[src/rtl/hazard_pkg.sv]
// Shared types and helpers for the hazard-control block: scoreboard entry layout,
// the regfile forward-select code and the forward-select width function.
package hazard_pkg;

  // Scoreboard rd field is sized for the widest supported register file; narrower
  // addresses are zero-extended on entry and on compare.
  localparam int SB_RD_W = 8;
  localparam int FWD_RF  = 0;

  typedef struct packed {
    logic               valid;
    logic [SB_RD_W-1:0] rd;
    logic               reg_wr;
    logic               is_load;
  } sb_entry_t;

  function automatic int fwd_sel_w(input int depth);
    return (depth < 1) ? 1 : $clog2(depth + 1);
  endfunction

endpackage

[src/rtl/hazard_unit_if.sv]
// Decode-side hazard interface: decode fields and branch resolve in, forward selects,
// stall/flush and performance counters out. Purely combinational wiring, no handshake.
interface hazard_unit_if #(
  parameter int DEPTH  = 3,
  parameter int REG_AW = 5,
  parameter int CNT_W  = 32
);
  import hazard_pkg::*;

  localparam int SEL_W = fwd_sel_w(DEPTH);

  logic              id_valid;
  logic [REG_AW-1:0] id_rs1;
  logic [REG_AW-1:0] id_rs2;
  logic              id_rs1_used;
  logic              id_rs2_used;
  logic [REG_AW-1:0] id_rd;
  logic              id_reg_wr;
  logic              id_is_load;
  logic              ex_br_taken;
  logic [SEL_W-1:0]  fwd_sel_a;
  logic [SEL_W-1:0]  fwd_sel_b;
  logic              stall;
  logic              flush;
  logic [CNT_W-1:0]  stall_cnt;
  logic [CNT_W-1:0]  flush_cnt;

  modport master (
    output id_valid, id_rs1, id_rs2, id_rs1_used, id_rs2_used,
           id_rd, id_reg_wr, id_is_load, ex_br_taken,
    input  fwd_sel_a, fwd_sel_b, stall, flush, stall_cnt, flush_cnt
  );

  modport slave (
    input  id_valid, id_rs1, id_rs2, id_rs1_used, id_rs2_used,
           id_rd, id_reg_wr, id_is_load, ex_br_taken,
    output fwd_sel_a, fwd_sel_b, stall, flush, stall_cnt, flush_cnt
  );

endinterface

[src/rtl/hazard_scoreboard.sv]
// DEPTH-entry destination shift register plus youngest-match encoder per source.
// Match outputs are combinational from registered entries; entries shift every cycle.
module hazard_scoreboard
  import hazard_pkg::*;
#(
  parameter int DEPTH  = 3,
  parameter int REG_AW = 5,
  localparam int SEL_W = fwd_sel_w(DEPTH)
) (
  input  logic              clk,
  input  logic              rst,
  input  logic              issue,
  input  logic [REG_AW-1:0] id_rd,
  input  logic              id_reg_wr,
  input  logic              id_is_load,
  input  logic [REG_AW-1:0] rs1,
  input  logic              rs1_used,
  input  logic [REG_AW-1:0] rs2,
  input  logic              rs2_used,
  output logic [SEL_W-1:0]  sel_a,
  output logic              load_a,
  output logic [SEL_W-1:0]  sel_b,
  output logic              load_b
);

  sb_entry_t sb [1:DEPTH];
  sb_entry_t new_entry;

  function automatic logic hit(input sb_entry_t e, input logic [REG_AW-1:0] src,
                               input logic used);
    return used && (src != '0) && e.valid && e.reg_wr && (e.rd == SB_RD_W'(src));
  endfunction

  always_comb begin
    new_entry = '0;
    if (issue) begin
      new_entry.valid   = 1'b1;
      new_entry.rd      = SB_RD_W'(id_rd);
      new_entry.reg_wr  = id_reg_wr;
      new_entry.is_load = id_is_load;
    end
  end

  always_ff @(posedge clk) begin
    if (rst) begin
      for (int k = 1; k <= DEPTH; k++) sb[k] <= '0;
    end else begin
      sb[1] <= new_entry;
      for (int k = 2; k <= DEPTH; k++) sb[k] <= sb[k-1];
    end
  end

  // Scan oldest to youngest so the youngest match is the one left standing.
  always_comb begin
    sel_a  = SEL_W'(FWD_RF);
    load_a = 1'b0;
    sel_b  = SEL_W'(FWD_RF);
    load_b = 1'b0;
    for (int k = DEPTH; k >= 1; k--) begin
      if (hit(sb[k], rs1, rs1_used)) begin
        sel_a  = SEL_W'(k);
        load_a = sb[k].is_load;
      end
      if (hit(sb[k], rs2, rs2_used)) begin
        sel_b  = SEL_W'(k);
        load_b = sb[k].is_load;
      end
    end
  end

endmodule

[src/rtl/hazard_unit.sv]
// Pipeline hazard control: forwarding selects, load-use stall, branch flush, counters.
// Selects/stall/flush are same-cycle combinational; flush always overrides stall.
module hazard_unit
  import hazard_pkg::*;
#(
  parameter int DEPTH      = 3,
  parameter int LOAD_STAGE = 2,
  parameter int BR_PENALTY = 2,
  parameter int REG_AW     = 5,
  parameter int CNT_W      = 32
) (
  input  logic          clk,
  input  logic          rst,
  hazard_unit_if.slave  hz
);

  localparam int SEL_W = fwd_sel_w(DEPTH);
  localparam int FL_W  = (BR_PENALTY > 1) ? $clog2(BR_PENALTY) : 1;

  logic [SEL_W-1:0] sel_a;
  logic [SEL_W-1:0] sel_b;
  logic             load_a;
  logic             load_b;
  logic             load_use;
  logic             stall;
  logic             flush;
  logic             issue;
  logic [FL_W-1:0]  flush_left;
  logic [CNT_W-1:0] stall_cnt;
  logic [CNT_W-1:0] flush_cnt;

  hazard_scoreboard #(
    .DEPTH  (DEPTH),
    .REG_AW (REG_AW)
  ) u_sb (
    .clk        (clk),
    .rst        (rst),
    .issue      (issue),
    .id_rd      (hz.id_rd),
    .id_reg_wr  (hz.id_reg_wr),
    .id_is_load (hz.id_is_load),
    .rs1        (hz.id_rs1),
    .rs1_used   (hz.id_rs1_used),
    .rs2        (hz.id_rs2),
    .rs2_used   (hz.id_rs2_used),
    .sel_a      (sel_a),
    .load_a     (load_a),
    .sel_b      (sel_b),
    .load_b     (load_b)
  );

  // Load data is not available until it reaches LOAD_STAGE, so a younger match must wait.
  always_comb begin
    load_use = (load_a && (int'(sel_a) < LOAD_STAGE)) ||
               (load_b && (int'(sel_b) < LOAD_STAGE));
    flush    = hz.ex_br_taken || (flush_left != '0);
    stall    = hz.id_valid && !flush && load_use;
    issue    = hz.id_valid && !stall && !flush;
  end

  always_ff @(posedge clk) begin
    if (rst) begin
      flush_left <= '0;
    end else if (hz.ex_br_taken) begin
      flush_left <= FL_W'(BR_PENALTY - 1);
    end else if (flush_left != '0) begin
      flush_left <= flush_left - 1'b1;
    end
  end

  always_ff @(posedge clk) begin
    if (rst) begin
      stall_cnt <= '0;
      flush_cnt <= '0;
    end else begin
      if (stall && (stall_cnt != '1)) stall_cnt <= stall_cnt + 1'b1;
      if (flush && (flush_cnt != '1)) flush_cnt <= flush_cnt + 1'b1;
    end
  end

  assign hz.fwd_sel_a = sel_a;
  assign hz.fwd_sel_b = sel_b;
  assign hz.stall     = stall;
  assign hz.flush     = flush;
  assign hz.stall_cnt = stall_cnt;
  assign hz.flush_cnt = flush_cnt;

endmodule

[src/flat_wrapper.sv]
// flat-port wrapper written by rule: the top's interface ports become plain ports
module hazard_unit_flat import hazard_pkg::*;
#(
  parameter int DEPTH      = 3,
  parameter int LOAD_STAGE = 2,
  parameter int BR_PENALTY = 2,
  parameter int REG_AW     = 5,
  parameter int CNT_W      = 32
)
  (clk, rst, hz_id_valid, hz_id_rs1, hz_id_rs2, hz_id_rs1_used, hz_id_rs2_used, hz_id_rd, hz_id_reg_wr, hz_id_is_load, hz_ex_br_taken, hz_fwd_sel_a, hz_fwd_sel_b, hz_stall, hz_flush, hz_stall_cnt, hz_flush_cnt);
  hazard_unit_if #(.DEPTH(DEPTH), .REG_AW(REG_AW), .CNT_W(CNT_W)) hz_i ();
  input  logic clk;
  input  logic rst;
  input wire logic [$bits(hz_i.id_valid)-1:0] hz_id_valid;
  input wire logic [$bits(hz_i.id_rs1)-1:0] hz_id_rs1;
  input wire logic [$bits(hz_i.id_rs2)-1:0] hz_id_rs2;
  input wire logic [$bits(hz_i.id_rs1_used)-1:0] hz_id_rs1_used;
  input wire logic [$bits(hz_i.id_rs2_used)-1:0] hz_id_rs2_used;
  input wire logic [$bits(hz_i.id_rd)-1:0] hz_id_rd;
  input wire logic [$bits(hz_i.id_reg_wr)-1:0] hz_id_reg_wr;
  input wire logic [$bits(hz_i.id_is_load)-1:0] hz_id_is_load;
  input wire logic [$bits(hz_i.ex_br_taken)-1:0] hz_ex_br_taken;
  output wire logic [$bits(hz_i.fwd_sel_a)-1:0] hz_fwd_sel_a;
  output wire logic [$bits(hz_i.fwd_sel_b)-1:0] hz_fwd_sel_b;
  output wire logic [$bits(hz_i.stall)-1:0] hz_stall;
  output wire logic [$bits(hz_i.flush)-1:0] hz_flush;
  output wire logic [$bits(hz_i.stall_cnt)-1:0] hz_stall_cnt;
  output wire logic [$bits(hz_i.flush_cnt)-1:0] hz_flush_cnt;
  assign hz_i.id_valid = hz_id_valid;
  assign hz_i.id_rs1 = hz_id_rs1;
  assign hz_i.id_rs2 = hz_id_rs2;
  assign hz_i.id_rs1_used = hz_id_rs1_used;
  assign hz_i.id_rs2_used = hz_id_rs2_used;
  assign hz_i.id_rd = hz_id_rd;
  assign hz_i.id_reg_wr = hz_id_reg_wr;
  assign hz_i.id_is_load = hz_id_is_load;
  assign hz_i.ex_br_taken = hz_ex_br_taken;
  assign hz_fwd_sel_a = hz_i.fwd_sel_a;
  assign hz_fwd_sel_b = hz_i.fwd_sel_b;
  assign hz_stall = hz_i.stall;
  assign hz_flush = hz_i.flush;
  assign hz_stall_cnt = hz_i.stall_cnt;
  assign hz_flush_cnt = hz_i.flush_cnt;
  hazard_unit #(.DEPTH(DEPTH), .LOAD_STAGE(LOAD_STAGE), .BR_PENALTY(BR_PENALTY), .REG_AW(REG_AW), .CNT_W(CNT_W)) u_core (.clk(clk), .rst(rst), .hz(hz_i));
endmodule
[config.mk]
export PLATFORM = sky130hd
export DESIGN_NAME = hazard_unit_flat
export DESIGN_NICKNAME = d
export VERILOG_FILES = /design/src/rtl/hazard_pkg.sv /design/src/rtl/hazard_unit_if.sv /design/src/rtl/hazard_scoreboard.sv /design/src/rtl/hazard_unit.sv /design/src/flat_wrapper.sv
export SDC_FILE = /design/constraint.sdc
export NUM_CORES = 1
export LEC_CHECK = 0
export CAP_MARGIN = 20
export CELL_PAD_IN_SITES_DETAIL_PLACEMENT = 0
export CELL_PAD_IN_SITES_GLOBAL_PLACEMENT = 1
export CORE_AREA = 2 2 108 110
export DETAILED_ROUTE_END_ITERATION = 10
export DIE_AREA = 0 0 110 112
export GPL_TIMING_DRIVEN = 0
export PLACE_DENSITY = 0.83
export SLEW_MARGIN = 10
export SYNTH_ARGS = -nofsm -noshare
export SYNTH_HDL_FRONTEND = slang
export SYNTH_SLANG_ARGS = --single-unit
[constraint.sdc]
create_clock -name clk -period 3.73 [get_ports clk]
set_clock_uncertainty 0.15 [all_clocks]
set_input_delay 0.373 -clock clk [delete_from_list [all_inputs] [get_ports clk]]
set_output_delay 0.373 -clock clk [all_outputs]
set_load 0.05 [all_outputs]
Word-level counts from Yosys, hierarchy flattened
Memory sizes are Yosys's and may differ from the RTL's.
Cells that the tools add are included.
Operators by class
  bitwise logic cells: 3
  add/subtract/negate cells: 3
  reductions and logical operators: 34
  muxes and demuxes: 21
  order comparisons: 2
  equality and inequality tests: 8
Operator list (number)
  32-bit by 1-bit adder with 32-bit output (second input constant): 2
  32-bit != test (second input constant): 2
  8-bit by 5-bit equality test with 1-bit output: 6
  11-bit two-way mux: 4
  1-bit logical AND: 28
  2-bit two-way mux: 6
  1-bit two-way mux: 11
  5-bit nonzero test: 2
  2-bit less-than comparator (second input constant): 2
  1-bit OR: 3
  1-bit zero test: 2
  1-bit logical OR: 2
  1-bit subtractor (second input constant): 1
Storage, ports and cells
  output and inout bits: 70
  memories kept: 1
  bits of input ports: 23
  logic and storage cells: 75
  RAM bits: 33
  register bits after elaboration: 65
Memory list
  u_core.u_sb.sb: depth 3, width 11, rd ports 3, clocked after memory_dff 0, write ports 3, RTL line hazard_scoreboard.sv:26  | sb_entry_t sb [1:DEPTH];

Logic depth before layout (Yosys ltp)
  depth after elaboration: 17
  gate-level depth with buffers: 8
  depth with buffers taken out: 7

Modules after synthesis
Synthesis repeated with hierarchy kept, for this count alone.
Second synthesis, totals
  cells, all modules: 538
  area, all modules: 4640.7 um2
Modules (own cells, without submodules)
  hazard_unit: instances 1, area an instance 3502.1 um2, cells each 421, sequential area each 1301.2 um2
  hazard_scoreboard: instances 1, area an instance 1138.6 um2, cells each 117, sequential area each 480.5 um2

Worst setup path after synthesis
No wires, ideal clock.
  path kind: in2out
  start point: input hz_id_rs2[1]
  end point: output hz_fwd_sel_b[1]
  setup slack: 810 ps
  buffers on the path: 0
  data required time: 3207 ps
  cell stages on the path: 4
  data arrival time: 2397 ps
  cell sequence: or4_1 -> o21ai_1 -> or3_4 -> a21boi_0
Between the ends
  word-level cells in the longest chain between the ends: 8
  elaborated cells on any way between the ends: 17
  those cells by class: eq/ne (3); mux (3); reduce/logical (11)
RTL lines
  from (decl): RTL line flat_wrapper.sv:16  | input wire logic [$bits(hz_i.id_rs2)-1:0] hz_id_rs2;
  5-bit nonzero test: RTL line hazard_scoreboard.sv:31  | return used && (src != '0) && e.valid && e.reg_wr && (e.rd == SB_RD_W'(src));
  1-bit logical AND (4 in a row): RTL line hazard_scoreboard.sv:31
  2-bit two-way mux (2 in a row): RTL line hazard_scoreboard.sv:64  | if (hit(sb[k], rs2, rs2_used)) begin
  2-bit two-way mux (*): RTL line hazard_scoreboard.sv:64
  to (decl): RTL line flat_wrapper.sv:24  | output wire logic [$bits(hz_i.fwd_sel_b)-1:0] hz_fwd_sel_b;
Mark *: on every way between the ends. The rest lies on a longest branch, timed or not.

Worst setup path after layout
Ends and elaborated chain as after synthesis.

==> summary.txt <==
Place
  – Final GP Congestion: approximately 0.86
  – PortBufs: just over 90
  – Dpl cells: 724
  – Pre-CTS WS: -190.0 ps
  – HPWL after DPL: between 8000 and 9000 um

Logic synthesis
  – Syn Nets: 515
  – Syn Std Cell Area: 0.004272 mm2
  – Synth top area share: 0.4077
  – Number of synthesized flops with an enable pin: 0
  – Synth area leader: dfxtp_1
  – #FFs+latches synth: 87
  – Number of distinct library cells after synthesis: 45
  – YS warnings: 0
  – Post-synth ARST share: 0
  – Post-Synthesis Cells: just under 500
  – Syn_area_per_cell: 8.718 um2
  – Top-count cell post-synth: dfxtp_1
  – Synth Flop Type: dfxtp_1
  – Ranking of synthesized cells by area: dfxtp_1 (41%), xnor2_1 (6.6%), or4_1 (4.2%)
  – Post-synth top cells: dfxtp_1 (87), nor2_1 (37), xnor2_1 (32)
  – Seq/Total Area, Yosys: 0.4077

Die
  – Die Y: approximately 110 um
  – FP Rows: 39
  – Initial Util: 0.3823
  – Die width: about 110 um
  – Io pins: slightly above 90
  – Core footprint: between 0.01 and 0.015 mm2
  – DIE AREA: around 0.012 mm2

Timing
  – Period minus WS final: about 3600 ps
  – Fmax: ~0.28 GHz
  – # setup viols final: 0
  – Pins over their slew limit: 0
  – Hold WS: approximately 330 ps
  – Final Cycle Share: 0.9636
  – Final hold vios: 0
  – Slew @ Worst Pin: 833.8 ps
  – Final worst setup slack: 135.6 ps
  – RSZ-0062 raised after global routing: no
  – Fin Setup TNS: 0 ps
  – Max-slew headroom at the worst pin: 0.4399

Route
  – Routed WL: roughly 12000 um
  – Routed wl met2: 5601 um
  – DR pass1 iterations: 4
  – Top Metal Used: met4
  – Starting DRC count in detailed routing: between 200 and 250
  – DR vias: roughly 4000
  – DR WL/cell: around 16 um
  – Remaining antenna violation count: 0
  – Via-per-instance ratio: 5.541
  – Metal-1 WL: between 5000 and 6000 um
  – WL met3: just under 600 um
  – # DRC: 0

Critical path
  – Critical Path Start Type: primary input
  – Critical setup path kind: primary input to output pin
  – Reg2Reg Depth: 6
  – CP endpoint kind: output pin
  – Reg2reg setup slack: around 860 ps
  – Worst Path Max Fanout: 4
  – CP Data Required Time: around 3200 ps
  – Critical path arrival: 3070 ps

Power and ir drop
  – Lkg Pwr: between 1.5 and 2 nW
  – Power per Cell Area: 359.9 mW/mm2
  – Peak supply drop: about 0.00022 V
  – Total power: approximately 2.0 mW

Final layout
  – Synth-to-layout area growth: 33.10%
  – Fillers: roughly 1100
  – Share of post-route cells with drive strength above 1: 0.06030
  – N_diodes: 0
  – Fin cells: 740
  – Nets: 617

Clock network
  – Root Buffer: clkbuf_16
  – CTS tree: done
  – TritonCTS Buffers: 9
  – Number of setup buffers added after CTS: 0
  – Clk_lat worst skew: 330 ps
  – Longest Clk Path Bufs: 2
  – CTS H-tree depth: 3
  – Clock sink total: 87
  – Hold-fix buffers, CTS: 0
  – CTS clk-pin slew, worst paths: ~70 ps

Global route
  – Grt ovf: 0
  – Vias in the first global route: approximately 3900
  – Antenna violations before repair: 0
  – Total track usage: 0.1988
  – First-pass GRT wire length: ~20000 um
  – Pin count of the biggest net entering global routing: 17

Outcome
  – Status: finished clean

Min path
  – Hold crit path type: register to register
  – Hold Path Depth: 1

Flow run
  – Maxcap violations: 0
routing by layer:
metal | vias up | track usage
met3 | 15 | 0.03220
met1 | 1970 | 0.2704
met2 | 126 | 0.3211
met5 | - | 0
li1 | 1989 | -
met4 | 0 | 0.05992
logic make-up (layout without fill, tap and decap cells):
family | Yosys count | after routing | share of synthesized area
DFF | 87 | 87 | 0.4077
muxes | 7 | 7 | 0.01816
buffers and inverters | 31 | 138 | 0.03222
adders and majority gates | 2 | 2 | 0.005857
and+or+nand+nor | 235 | 235 | 0.3128
AOI/OAI and AO/OA | 76 | 76 | 0.1166
xor gates and xnor gates | 52 | 52 | 0.1066
path summary, 6_finish.rpt:
check                                          endpoint                    from
worst max register to register  u_core.hz.stall_cnt[28]  u_core.hz.stall_cnt[3]
worst max-delay path                    hz_fwd_sel_b[1]            hz_id_rs2[1]
worst min register to register    u_core.u_sb.sb[0][34]   u_core.u_sb.sb[0][23]
worst min-delay path              u_core.u_sb.sb[0][34]   u_core.u_sb.sb[0][23]
per-stage QoR:
step                      utilization  cell area [um2]
after floorplan                     -             4272
after global placement         0.4798             5361
after detailed placement       0.4798             5361
after CTS                      0.5089             5687
after global routing           0.5088             5685
final                          0.5088             5685
placed cells by master, fill, tap and decap left out, drive strengths merged, types with 2 or more instances in the layout:
cell type	n
clkbuf	25
ha	2
buf	9
a31oi	3
xnor2	32
a211oi	2
mux2	6
inv	10
nand2	26
o21ai	11
clkdlybuf4s50	90
nand3	29
or3	13
nand2b	4
o21ba	4
o31a	5
and4	8
nor4	10
nor3	8
nand4	24
xor2	20
and2	12
nor2	37
bufinv	2
or4	24
dfxtp	87
a21oi	26
o31ai	19
clkinvlp	2
and3	14
nor2b	22
nor4b	3
what timing repair did:
item	in CTS	in global routing
gates resized for setup	1	3
cloned	0	0
endpoints found under the setup margin	1	1
registers in the layout, indices dropped and copies added, names as in the netlist:
register and cells:
u_core.flush_left 1, u_core.hz.stall_cnt 32, u_core.u_sb.sb 22, u_core.hz.flush_cnt 32
critical path, cell delays in order:
cell and delay (ps):
clkdlybuf4s50_1 540, or4_1 560, o21ai_1 260, or3_4 200, a21boi_0 270, clkdlybuf4s50_1 870
cell type report:
cell class | count | area, um2 | share of cell area
multi-input combinational | 372 | 2392 | 0.4208
buffer | 24 | 113.9 | 0.02003
clock inverter | 7 | 101.3 | 0.01783
tap | 143 | 178.9 | 0.03147
clock buffer | 9 | 225.2 | 0.03961
sequential | 87 | 1742 | 0.3063
inverter | 7 | 26.28 | 0.004621
timing repair buffer | 91 | 905.9 | 0.1593
report_power, final:
part,switching [mW],internal [mW]
clock network,0.392,0.594
logic,0.0640,0.0510
registers,0.00844,0.936
(Power assumes the default switching activity.)
